`src/rtl/tone_source.sv`:
```
// Square-wave tone burst generator with attack/hold/decay envelope, one sample per SAMPLE_DIV clocks.
// Latency: a_data and ready update on the same edge as the divider wrap; start is taken on the next edge.
// Backpressure: none; ready is a free-running strobe and start is ignored while a burst is active.
module tone_source #(
   parameter int SAMPLE_DIV   = 562,
   parameter int HOLD_SAMPLES = 4800
) (
   input  logic        clock,
   input  logic        reset,
   input  logic        start,
   input  logic [9:0]  period,
   input  logic [16:0] amplitude,
   output logic        ready,
   output logic [17:0] a_data,
   output logic        busy
);

   typedef enum logic [1:0] {IDLE, ATTACK, HOLD, DECAY} state_t;

   localparam logic [11:0] DIV_LAST  = 12'(SAMPLE_DIV - 1);
   localparam logic [15:0] HOLD_LAST = 16'(HOLD_SAMPLES - 1);

   state_t      state_q, state_d;
   logic [11:0] div_q, div_d;
   logic        ready_q, ready_d;
   logic [4:0]  env_q, env_d;
   logic [9:0]  phase_q, phase_d;
   logic        pol_q, pol_d;      // 1 = negative half of the square wave
   logic [15:0] hold_q, hold_d;
   logic [9:0]  per_q, per_d;
   logic [16:0] amp_q, amp_d;
   logic [17:0] data_q, data_d;

   logic        tick;
   logic        phase_wrap;
   logic [21:0] prod;
   logic [21:0] scaled;
   logic [17:0] sample_val;

   // Sample tick, phase wrap and the signed sample built from pre-edge env/polarity.
   always_comb begin
      tick       = (div_q == DIV_LAST);
      // period 0 behaves like period 1: polarity flips on every tick
      phase_wrap = (per_q == 10'd0) || (phase_q == per_q - 10'd1);
      prod       = 22'(amp_q) * 22'(env_q);
      scaled     = prod >> 4;
      // negating zero yields zero, so no negative-zero can be produced
      sample_val = pol_q ? 18'(-scaled) : 18'(scaled);
   end

   // Next-state logic: divider, envelope FSM, phase and output sample.
   always_comb begin
      div_d   = tick ? 12'd0 : div_q + 12'd1;
      ready_d = tick;
      state_d = state_q;
      env_d   = env_q;
      phase_d = phase_q;
      pol_d   = pol_q;
      hold_d  = hold_q;
      per_d   = per_q;
      amp_d   = amp_q;
      data_d  = data_q;

      if (state_q == IDLE) begin
         if (tick) begin
            data_d = 18'd0;
         end
         if (start) begin
            per_d   = period;
            amp_d   = amplitude;
            phase_d = 10'd0;
            pol_d   = 1'b0;
            env_d   = 5'd0;
            state_d = ATTACK;
         end
      end else if (tick) begin
         data_d = sample_val;
         if (phase_wrap) begin
            phase_d = 10'd0;
            pol_d   = ~pol_q;
         end else begin
            phase_d = phase_q + 10'd1;
         end
         case (state_q)
            ATTACK: begin
               env_d = env_q + 5'd1;
               if (env_q == 5'd15) begin
                  state_d = HOLD;
                  hold_d  = 16'd0;
               end
            end
            HOLD: begin
               if (hold_q == HOLD_LAST) begin
                  state_d = DECAY;
               end else begin
                  hold_d = hold_q + 16'd1;
               end
            end
            DECAY: begin
               env_d = env_q - 5'd1;
               if (env_q == 5'd1) begin
                  state_d = IDLE;
               end
            end
            default: state_d = IDLE;
         endcase
      end
   end

   // State registers; reset aborts any burst immediately.
   always_ff @(posedge clock) begin
      if (reset) begin
         state_q <= IDLE;
         div_q   <= 12'd0;
         ready_q <= 1'b0;
         env_q   <= 5'd0;
         phase_q <= 10'd0;
         pol_q   <= 1'b0;
         hold_q  <= 16'd0;
         per_q   <= 10'd0;
         amp_q   <= 17'd0;
         data_q  <= 18'd0;
      end else begin
         state_q <= state_d;
         div_q   <= div_d;
         ready_q <= ready_d;
         env_q   <= env_d;
         phase_q <= phase_d;
         pol_q   <= pol_d;
         hold_q  <= hold_d;
         per_q   <= per_d;
         amp_q   <= amp_d;
         data_q  <= data_d;
      end
   end

   assign ready  = ready_q;
   assign a_data = data_q;
   assign busy   = (state_q != IDLE);

endmodule
```
`config.mk`:
```
export PLATFORM = sky130hd
export DESIGN_NAME = tone_source
export DESIGN_NICKNAME = d
export VERILOG_FILES = /design/src/rtl/tone_source.sv
export SDC_FILE = /design/constraint.sdc
export NUM_CORES = 1
export LEC_CHECK = 0
export CORE_MARGIN = 8
export CORE_UTILIZATION = 56
export CTS_BUF_LIST = sky130_fd_sc_hd__clkbuf_8
export DETAILED_ROUTE_END_ITERATION = 8
export MAX_ROUTING_LAYER = met4
export PLACE_DENSITY = 0.79
export SLEW_MARGIN = 20
export SYNTH_ARGS = -nofsm -noshare
export SYNTH_HDL_FRONTEND = slang
export SYNTH_SLANG_ARGS = --single-unit
```
`constraint.sdc`:
```
create_clock -name clock -period 4.99 [get_ports clock]
set_clock_uncertainty 0.15 [all_clocks]
set_input_delay 1.497 -clock clock [delete_from_list [all_inputs] [get_ports clock]]
set_output_delay 1.497 -clock clock [all_outputs]
set_load 0.01 [all_outputs]
```
==> results of run 1 <==
==> Yosys cell counts (5+ instances only) <==
library cell	n	area share (%)
clkbuf_1	23	1.2
o21ai_0	28	2.0
or3_1	11	0.96
dfxtp_1	92	26
a211oi_1	5	0.52
and2_1	60	5.2
ha_1	42	7.3
and3_1	10	0.87
nand2b_1	9	0.78
nand2_1	145	7.6
nor4_1	7	0.61
o21ai_1	5	0.35
o21bai_1	6	0.63
a21oi_1	59	4.1
o31ai_1	5	0.52
inv_1	83	4.3
xnor2_1	35	4.3
xor2_1	35	4.3
nor3_1	13	0.91
nand4_1	14	1.2
fa_1	44	12
nand3_1	13	0.91
a21o_1	12	1.3
nor2_1	71	3.7
nor2b_1	5	0.44
==> layer usage <==
metal	vias to the layer above	wire, microns
li1	3102	-
met5	-	0
met2	104	7410
met3	12	573
met4	0	185
met1	2836	7260
==> cell families after synthesis <==
kind of cell / share of synthesized area (%)
buf+inv: 6.62
flops: 25.7
xor+xnor: 8.54
compound gates: 14.1
fa+ha+maj: 19.6
simple gates: 25.1
mux: 0.418
==> layout by cell type, fill, tap and decap left out, drive strengths merged, types with 4 or more instances in the layout <==
cell type	count
nor3	13
a31oi	4
nand3	13
nand2b	9
nand4	15
inv	84
o21ai	34
a21oi	62
nor2	71
o211ai	4
a21boi	4
and3	11
clkbuf	11
and2	60
dfxtp	92
a211oi	5
o21bai	6
o31ai	5
or3	11
xor2	35
fa	44
nor4	7
buf	38
nand2	145
ha	42
a21o	13
nor2b	5
xnor2	35
clkdlybuf4s50	49
==> registers in the layout, summed over array words and instances (netlist names) <==
signal and cells:
a_data 18, amp_q 17, hold_q 16, div_q 12
per_q 10, phase_q 10, env_q 5, state_q 2
pol_q 1, ready 1
==> worst max-delay path: stages, from the launching register on <==
cell,delay (ns)
dfxtp_4,0.37
and2_1,0.17
fa_1,0.50
fa_1,0.55
inv_1,0.05
fa_1,0.52
inv_1,0.04
ha_1,0.30
a21o_1,0.19
a21o_1,0.18
a221o_1,0.33
or4b_4,0.51
o211ai_4,0.11
nand4_4,0.12
o41ai_2,0.35
xnor2_1,0.15
o21ai_1,0.06
==> cell type report <==
type                       count  area [sq um]
clock buffer                  11           151
fill                        1047          4120
multi-input combinational    692          5050
sequential                    92          1860
tap                          172           215
timing repair buffer          87           776
inverter                      83           312
clock inverter                 5          82.6
==> where the power goes <==
group | internal [mW] | total (mW) | switching (mW)
logic | 0.217 | 0.508 | 0.291
registers | 0.772 | 0.838 | 0.0657
clock network | 0.311 | 0.591 | 0.280
==> what timing repair did <==
action | in CTS | in global routing
pin swaps | 0 | 19
gates resized for setup | 4 | 47
hold buffers | 0 | 0
endpoints found under the setup margin | 3 | 9
setup buffers | 0 | 8
==> metrics by stage <==
step | instance area [sq um] | power [mW]
4_1_cts | 8190 | 1.92
6_report | 8450 | 1.94
3_3_place_gp | 7950 | 1.32
3_5_place_dp | 7950 | 1.33
2_1_floorplan | 7180 | 1.18
5_1_grt | 8450 | 2.05
==> worst paths after layout <==
path	depth (start not counted)	startpoint	endpoint	slack, ns
worst max-delay path	16	amp_q[9]	a_data[17]	0.19
worst min-delay path	2	a_data[11]	a_data[11]	0.30
worst max register to register	16	amp_q[9]	a_data[17]	0.19
worst min register to register	2	a_data[11]	a_data[11]	0.30
==> results.md, run 1 <==
- Status: finished, final reports clean
- EDFF count, synth: 0
- Fin Hold WS: 0.299 ns
- Overflow after GRT: 0
- RSZ-0062 raised after global routing: true
- GP Congestion: 0.871
- Rows: 41
- Syn nets: 1017
- Min-Delay Path Class: reg -> reg
- Worst setup margin: 0.191 ns
- Mapped cell area: 7180 sq um
- Synthesized area per cell: 7.97 sq um
- Initial antenna violation count: 0
- Cells after DPL: 1118
- Vias in the first global route: 5734
- Leak pwr: 3.65 nW
- Post-layout min period: 4.80 ns
- Total routed wirelength: 15400 microns
- Final Hold Vio Count: 0
- Layout cell share with drive strength beyond 1: 11.1%
- Worst-margin pin slew: 1.04 ns
- M2 GR Usage: 32.0%
- Max H-tree Level: 3
- Inserted Diodes: 0
- Crit end category: flip-flop
- Worst-Skew Late Latency: 0.39 ns
- Largest net degree at the start of global routing: 33
- DRT Pass-1 Iters: 5
- Synth cell types: 67
- Slew headroom: 30.7%
- Grt met1 use: 24.4%
- Top Ports: 50
- DRT iter0 DRCs: 322
- Crit Path Class: reg -> reg
- Worst-path clk slew: 0.10 ns
- Slew Viols, Final: 0
- Core area: 12600 sq um
- CTS Buf Count: 9
- Busiest metal layer after global routing: met2
- Final nets: 1081
- FF+latch count, synth: 92
- DR WL/cell: 13.5 microns
- Register area share after synthesis: 25.7%
- Area growth syn-to-layout: 17.7%
- Critical Path AT: 4.92 ns
- Worst EP required: 5.11 ns
- Gate Count Post-Synth: 901
- CTS root buffer: clkbuf_8
- Setup WS pre-CTS: -0.100 ns
- Final setup TNS: 0 ns
- Die H: 129 microns
- Pwr Density: 229 nW/um^2
- Global-route wire length before repair: 26100 microns
- Fmax: 208 MHz
- Die W: 129 microns
- Fin crit share: 96.2%
- Deepest clock path buffer count: 2
- Antenna Nets Post-Route: 0
- DP HPWL: 11800 microns
- CP Max Fanout: 6
- Port Buffers: 49
- Clock Sink Count: 92
- VDD IR-drop max: 0.210 mV
- Leading register cell type out of synthesis: dfxtp_1
- Finished Layout Cells: 1142
- Gr usage total: 19.6%
- Synth warn: 0
- CTS tree: yes
- Die ar.: 16700 sq um
- Startpoint Class: flip-flop
- Async set-reset flop share out of synthesis: 0%
- Max-cap violations: 0
- Initial Util: 57.1%
- Met3 usage: 2.55%
- Drt via density: 5.30
- Via count of the routed design: 6054
- Fin util: 67.2%
- Setup violators final: 0
- Drc violations: 0
Power figures use the tool's default switching activity.
==> inputs of run 2 (changes only) <==
- CAP_MARGIN: unset -> 15
- PLACE_DENSITY: 0.79 -> unset
- PLACE_DENSITY_LB_ADDON: unset -> 0.2
==> results.md, run 2 (same netlist as run 1, synthesis figures left out) <==
- Largest net degree at the start of global routing: 41 (+24%)
- Final Total Pwr: 1.94 mW (+0.23%)
- DRT iter0 DRCs: 261 (-19%)
- Vias in the first global route: 5821 (+1.5%)
- Fin area: 8620 sq um (+2.0%)
- RSZ-0062 raised after global routing: true
- Slowest stage delay, CP: 0.55 ns (about the same)
- Worst-path clk slew: 0.09 ns (about the same)
- FF-to-FF path depth: 16 (unchanged)
- Status: finished, final reports clean
- Rows: 41 (unchanged)
- Fmax: 207 MHz (-0.54%)
- Max-cap violations: 0 (unchanged)
- Setup WS pre-CTS: -0.0293 ns (+0.0710 ns)
- Pwr Density: 225 nW/um^2 (-1.7%)
- Via count of the routed design: 6069 (+0.25%)
- Clock Sink Count: 92 (unchanged)
- Slowest CP cell: fa_1
- Final nets: 1091 (+0.93%)
- Overflow after GRT: 0 (unchanged)
- Reg2reg end: a_data[17]
- Total routed wirelength: 15400 microns (about the same)
- Startpoint Class: flip-flop
- DR WL/cell: 13.4 microns (-0.93%)
- Max H-tree Level: 3 (unchanged)
- Die W: 129 microns (unchanged)
- WHS Endpoint: a_data[11]
- Slew headroom: 34.2% (+3.5 points)
- Min-Delay Path Class: reg -> reg
- Die ar.: 16700 sq um (unchanged)
- Critical Path Start: env_q[4]
- Initial antenna violation count: 0 (unchanged)
- Cells on Worst Hold Path: 2 (unchanged)
- Leak pwr: 3.72 nW (+1.7%)
- Inserted Diodes: 0 (unchanged)
- Most frequent CP cell: fa_1
- Antenna Nets Post-Route: 0 (unchanged)
- GP Congestion: 0.904 (+3.8%)
- Fillcell total: 1047 (unchanged)
- Commonest cells after routing, fill and taps aside: nand2_1 (144), inv_1 (83), dfxtp_1 (82)
- Fin crit share: 96.7% (+0.53 points)
- Critical Path AT: 4.94 ns (+0.02 ns)
- CTS Buf Count: 9 (unchanged)
- Hold Buf Count CTS: 0 (unchanged)
- Worst-Skew Late Latency: 0.39 ns (about the same)
- Port Buffers: 49 (unchanged)
- DRT Pass-1 Iters: 4 (-1)
- VDD IR-drop max: 0.191 mV (-9.3%)
- Top Ports: 50 (unchanged)
- Worst EP required: 5.11 ns (about the same)
- Setup violators final: 0 (unchanged)
- Hold Startpoint: a_data[11]
- Global-route wire length before repair: 25700 microns (-1.5%)
- Deepest clock path buffer count: 2 (unchanged)
- Drc violations: 0 (unchanged)
- Register-to-register setup slack: 0.16 ns (-0.03 ns)
- Layout cell share with drive strength beyond 1: 12.9% (+1.7 points)
- CP Max Fanout: 7 (+1)
- Crit end category: flip-flop
- Worst path cell trace: and2_1, fa_1, fa_1, inv_1, fa_1, inv_1, ha_2, nand3_1, a21boi_0, o21ai_1, a211oi_2, buf_4, nand4_1, o41ai_4, xnor2_1, o21ai_1
- Final Hold Vio Count: 0 (unchanged)
- Core area: 12600 sq um (unchanged)
- Crit Path Class: reg -> reg
- Max reg flops: 18 (unchanged)
- Post-layout min period: 4.83 ns (+0.0262 ns)
- Crit Reg-Reg Startpoint: env_q[4]
- Area growth syn-to-layout: 20.1%
- Worst setup margin: 0.164 ns (-0.0262 ns)
- DP HPWL: 11600 microns (-1.5%)
- Placed Area: 8000 sq um (+0.66%)
- Die H: 129 microns (unchanged)
- Drt via density: 5.27 (-0.62%)
- Slew Viols, Final: 0 (unchanged)
- CTS root buffer: clkbuf_8
- CTS tree: yes
- Gr usage total: 19.2% (-0.32 points)
- Final setup TNS: 0 ns (unchanged)
- Commonest non-fill, non-tap cell in the layout: nand2_1
- Initial Util: 57.1% (unchanged)
- Worst-margin pin slew: 0.987 ns (-0.0506 ns)
run 2: what timing repair did:
item | in CTS | in global routing
endpoints found under the setup margin | 4 | 11
setup buffers | 0 | 11
cloned | 0 | 0
pin swaps | 0 | 28
gates resized for setup | 3 | 66
run 2: through the flow:
stage	utilization, %	std cells	hold WS (ns)
final	68.6	1152	0.299
after global routing	68.6	1152	0.326
after CTS	65.5	1141	0.304
after detailed placement	63.6	1125	0.290
after global placement	63.6	1125	0.283
after floorplan	-	901	0.291
run 2: metal layers:
metal / part of all wire (%) / GRT usage [%] / wire [microns] / vias to the layer above
li1: - / - / - / 3133
met2: 48 / 31.7 / 7350 / 104
met4: 1.4 / 5.32 / 215 / 0
met3: 4.1 / 3.29 / 637 / 18
met5: 0 / - / 0 / -
met1: 47 / 23.8 / 7210 / 2814
run 2: power breakdown:
group	switching, mW	internal (mW)
combinational	0.289	0.227
clock	0.279	0.301
sequential	0.0734	0.772
run 2: area by class of cell:
type                       instances  area (sq um)  share of cell area (%)
multi-input combinational        692          5150                    59.8
sequential                        92          1860                    21.6
timing repair buffer              97           846                    9.81
inverter                          83           312                    3.61
tap                              172           215                    2.50
clock buffer                      10           138                    1.60
clock inverter                     6          93.8                    1.09
run 2: worst max path at each step:
| stage | to | slack [ns] | cells past startpoint |
|---|---|---|---|
| 2_1_floorplan | a_data[17] | 0.03 | 18 |
| 3_3_place_gp | a_data[17] | 0.02 | 18 |
| 3_5_place_dp | a_data[17] | -0.03 | 16 |
| 4_1_cts | a_data[17] | 0.06 | 16 |
| 5_1_grt | a_data[16] | -0.06 | 17 |
| 6_report | a_data[17] | 0.16 | 16 |
run 2: worst max-delay path, delay by kind of cell (launching register included):
kind | cells | cell delay (ns)
adders and majority gates | 4 | 1.97
xor gates and xnor gates | 1 | 0.15
AOI/OAI and AO/OA | 5 | 1.20
DFF | 1 | 0.38
buffers and inverters | 3 | 0.24
and+or+nand+nor | 3 | 0.61
